$ cat src/rtl/load_down_counter.sv
// load_down_counter: loadable down counter/timer with one-shot or periodic terminal-count pulse.
module load_down_counter #(
    parameter int WIDTH = 4
) (
    input  logic             clock,
    input  logic             reset,
    input  logic             load,
    input  logic [WIDTH-1:0] load_value,
    input  logic             clear,
    input  logic             restart,
    input  logic             enable,
    input  logic             auto_reload,
    output logic [WIDTH-1:0] count,
    output logic             zero,
    output logic             tc_pulse,
    output logic             running,
    output logic             expired
);
    typedef enum logic [1:0] {IDLE, RUN, EXPIRED} state_t;
    state_t state, state_n;
    logic [WIDTH-1:0] reload_reg, reload_n, count_n;
    logic tc_n;
    always_ff @(posedge clock) begin
        if (reset) begin
            state      <= IDLE;
            count      <= '0;
            reload_reg <= '0;
            tc_pulse   <= 1'b0;
        end else begin
            state      <= state_n;
            count      <= count_n;
            reload_reg <= reload_n;
            tc_pulse   <= tc_n;
        end
    end
    // load > clear > restart > decrement; every non-terminal edge drops tc_pulse
    always_comb begin
        state_n  = state;
        count_n  = count;
        reload_n = reload_reg;
        tc_n     = 1'b0;
        if (load) begin
            count_n  = load_value;
            reload_n = load_value;
            state_n  = (load_value != '0) ? RUN : IDLE;
        end else if (clear) begin
            count_n = '0;
            state_n = IDLE;
        end else if (restart) begin
            count_n = reload_reg;
            state_n = (reload_reg != '0) ? RUN : IDLE;
        end else if (state == RUN && enable) begin
            if (count > WIDTH'(1)) begin
                count_n = count - WIDTH'(1);
            end else begin
                tc_n    = 1'b1;
                count_n = auto_reload ? reload_reg : '0;
                state_n = auto_reload ? RUN : EXPIRED;
            end
        end
    end
    assign zero    = (count == '0);
    assign running = (state == RUN);
    assign expired = (state == EXPIRED);
endmodule
$ cat config.mk
export PLATFORM = sky130hd
export DESIGN_NAME = load_down_counter
export DESIGN_NICKNAME = d
export VERILOG_FILES = /design/src/rtl/load_down_counter.sv
export SDC_FILE = /design/constraint.sdc
export NUM_CORES = 1
export LEC_CHECK = 0
export BUFFER_PORTS_ARGS = -buffer_cell sky130_fd_sc_hd__buf_2
export CAP_MARGIN = 25
export CORE_MARGIN = 1
export CORE_UTILIZATION = 45
export DETAILED_ROUTE_END_ITERATION = 10
export GPL_TIMING_DRIVEN = 0
export PLACE_DENSITY = 0.78
export SYNTH_ARGS = -nofsm -noshare
export SYNTH_HDL_FRONTEND = slang
export SYNTH_SLANG_ARGS = --single-unit
$ cat constraint.sdc
create_clock -name clock -period 2.08 [get_ports clock]
set_input_delay 0.208 -clock clock [delete_from_list [all_inputs] [get_ports clock]]
set_output_delay 0.208 -clock clock [all_outputs]
set_load 0.02 [all_outputs]
==> flow_summary.yaml <==
worst_setup_path:
  cp_max_fo: 8
  cp.arrival_ns: 1.99
  cp-end-kind: "flop"
  worstSetupPathType: "reg -> reg"
  start_kind: "flop"
  worst_ep_required_time_ns: 2.23
synth:
  syn-cell-area_um2: 729
  syn_avg_cell_area_um2: 8.79
  syn_nets: 97
  ys_seq_area_share_pct: 30.2
  ys_seq_elements: 11
  yosysWarnings: 0
  synth_cell_type_count: 38
  synth_cells: 83
place:
  pre_cts_slack_ns: 0.228
  io_buffers: 18
  hpwlAfterDp_mm: 1.27
  gp_congestion: 0.830
  postPlaceCellArea_um2: 840
sta:
  finalCritPeriodShare_pct: 88.7
  maxSlewViolCount: 0
  tightestPinTransition_ns: 0.480
  max_freq_mhz: 542
  finalHoldViolations: 0
  layout_min_cycle_time_ns: 1.85
  setup_ws_ns: 0.234
  rsz0062_at_grt: "no"
  relSlewSlack_pct: 68.0
  setup_violations: 0
  finalSetupTns_ns: 0
  finClkSkew_ns: 0.00735
grt:
  grt_pass1_vias: 679
  grt_start_max_net_pins: 11
  antenna_found_initial: 0
  gr-total-overflow: 0
  grt_pass1_wl_mm: 2.99
  grtUsageTotal_pct: 22.0
pwr:
  power_uw: 535
  cellPowerDensity_nw_per_um2: 618
  ir_drop_uv: 444
  p_leak_nw: 0.367
clock_tree:
  cts_sinks: 11
  cts.clk_slew.worst_paths_ns: 0.08
  insertion_delay_ns: 0.27
  cts_inserted_buffers: 3
  ctsRootBufferMaster: "clkbuf_4"
  cts_hold_buf: 0
  post-cts-setup-buffers: 0
  cts.repair.resized: 0
  clockBufferDepth: 2
  htreeDepth: 1
  cts_tree: "built"
drt:
  routed_via_density: 5.88
  vias: 711
  drtAntennaViolNets: 0
  wl_mm: 1.73
  drt_first_pass_iters: 4
  drc_errors: 0
  wl_per_cell_um: 14.3
  drt_iter0_markers: 22
die:
  core.rowCount: 14
  die-area_um2: 1790
  die_h_um: 42.3
  io_pins: 19
  core_area_um2: 1510
  start_util_pct: 48.4
  die_x_um: 42.3
final_layout:
  nets: 120
  area_growth_pct: 18.7
  drive_above_1_share_pct: 29.5
  final_core_util_pct: 57.5
  insertedDiodeCount: 0
  fin_area_um2: 866
  fillers: 139
status:
  outcome: "completed"
run:
  cap_violations: 0
min_path:
  hold_class: "in -> reg"
==> routing by layer <==
layer / track usage [%] / share of wire (%) / vias up
met1: 29.7 / 48 / 331
met5: 0 / 0 / -
met3: 3.45 / 2.8 / 8
met2: 31.4 / 45 / 19
met4: 16.3 / 3.6 / 0
li1: - / - / 353
==> logic make-up (layout without fill, tap and decap cells) <==
| logic type | Yosys count | after routing | synth area share [%] |
|---|---|---|---|
| muxes | 4 | 4 | 5.49 |
| buffers and inverters | 6 | 28 | 5.66 |
| DFF | 11 | 11 | 30.2 |
| AOI/OAI and AO/OA | 19 | 19 | 23.3 |
| and+or+nand+nor | 39 | 39 | 29.0 |
| adders and majority gates | 3 | 3 | 5.15 |
| xor gates and xnor gates | 1 | 1 | 1.20 |
==> Yosys cell counts, drive strengths merged <==
cell type	n	share of area (%)
o21a	1	1.0
a31o	1	1.2
or3	1	1.5
a211oi	3	3.8
nor3	4	2.7
buf	2	2.2
ha	3	5.1
nand4	1	0.86
and3b	1	1.2
or4	1	1.0
and2	1	0.86
a22oi	1	1.0
a222oi	1	1.4
nor4	1	0.86
and3	1	1.5
or2	1	0.86
o22ai	1	0.86
nor2b	3	2.6
nand2b	1	0.86
inv	2	1.0
a32oi	2	2.4
nand2	1	0.51
a311oi	3	4.5
a2111oi	1	3.8
o21ai	3	2.1
clkbuf	2	2.4
and4	2	2.4
mux2i	4	5.5
nand3	3	2.1
nor2	17	9.1
dfxtp	11	30
a21oi	2	1.4
xnor2	1	1.2
==> where the power goes <==
group	switching, mW	internal (mW)
combinational	0.0835	0.0631
clock	0.0761	0.0744
sequential	0.0151	0.223
total	0.175	0.360
==> cell type report <==
type | instances | area, um^2 | share of cell area (%)
Clock buffer | 4 | 26.3 | 3.03
Sequential cell | 11 | 220 | 25.4
Tap cell | 16 | 20.0 | 2.31
Inverter | 2 | 7.51 | 0.867
Timing Repair Buffer | 18 | 90.1 | 10.4
Buffer | 4 | 33.8 | 3.90
Multi-Input combinational cell | 66 | 468 | 54.0
==> critical path, stage by stage, from the launching register on <==
cell	delay [ns]
dfxtp_1	0.42
inv_1	0.10
ha_1	0.24
or2_1	0.23
buf_6	0.14
and3_4	0.18
a2111oi_4	0.30
o22ai_1	0.12
==> worst paths after layout <==
path | from | end | cells past startpoint | slack, ns
worst max-delay path | count[0]$_SDFFE_PP0P_ | count[3]$_SDFFE_PP0P_ | 7 | 0.23
worst min-delay path | load_value[0] | reload_reg[0]$_SDFFE_PP0P_ | 3 | 0.20
worst max register to register | count[0]$_SDFFE_PP0P_ | count[3]$_SDFFE_PP0P_ | 7 | 0.23
worst min register to register | state[1]$_SDFFE_PP0P_ | state[1]$_SDFFE_PP0P_ | 1 | 0.51
==> cell usage in the layout, fill, tap and decap left out, drive strengths merged, types with 2 or more instances in the layout <==
cell,netlist,layout
a21oi,2,2
a211oi,3,3
mux2i,4,4
and4,2,2
a32oi,2,2
nand3,3,3
buf,2,20
a311oi,3,3
clkbuf,2,6
o21ai,3,3
nor2,17,17
nor3,4,4
nor2b,3,3
ha,3,3
dfxtp,11,11
inv,2,2
==> per-stage QoR <==
step           hold slack (ns)  instances
2_1_floorplan            0.355         83
3_3_place_gp             0.479        117
4_1_cts                  0.199        121
3_5_place_dp             0.483        117
6_report                 0.202        121
5_1_grt                  0.217        121
Power figures use the tool's default switching activity.
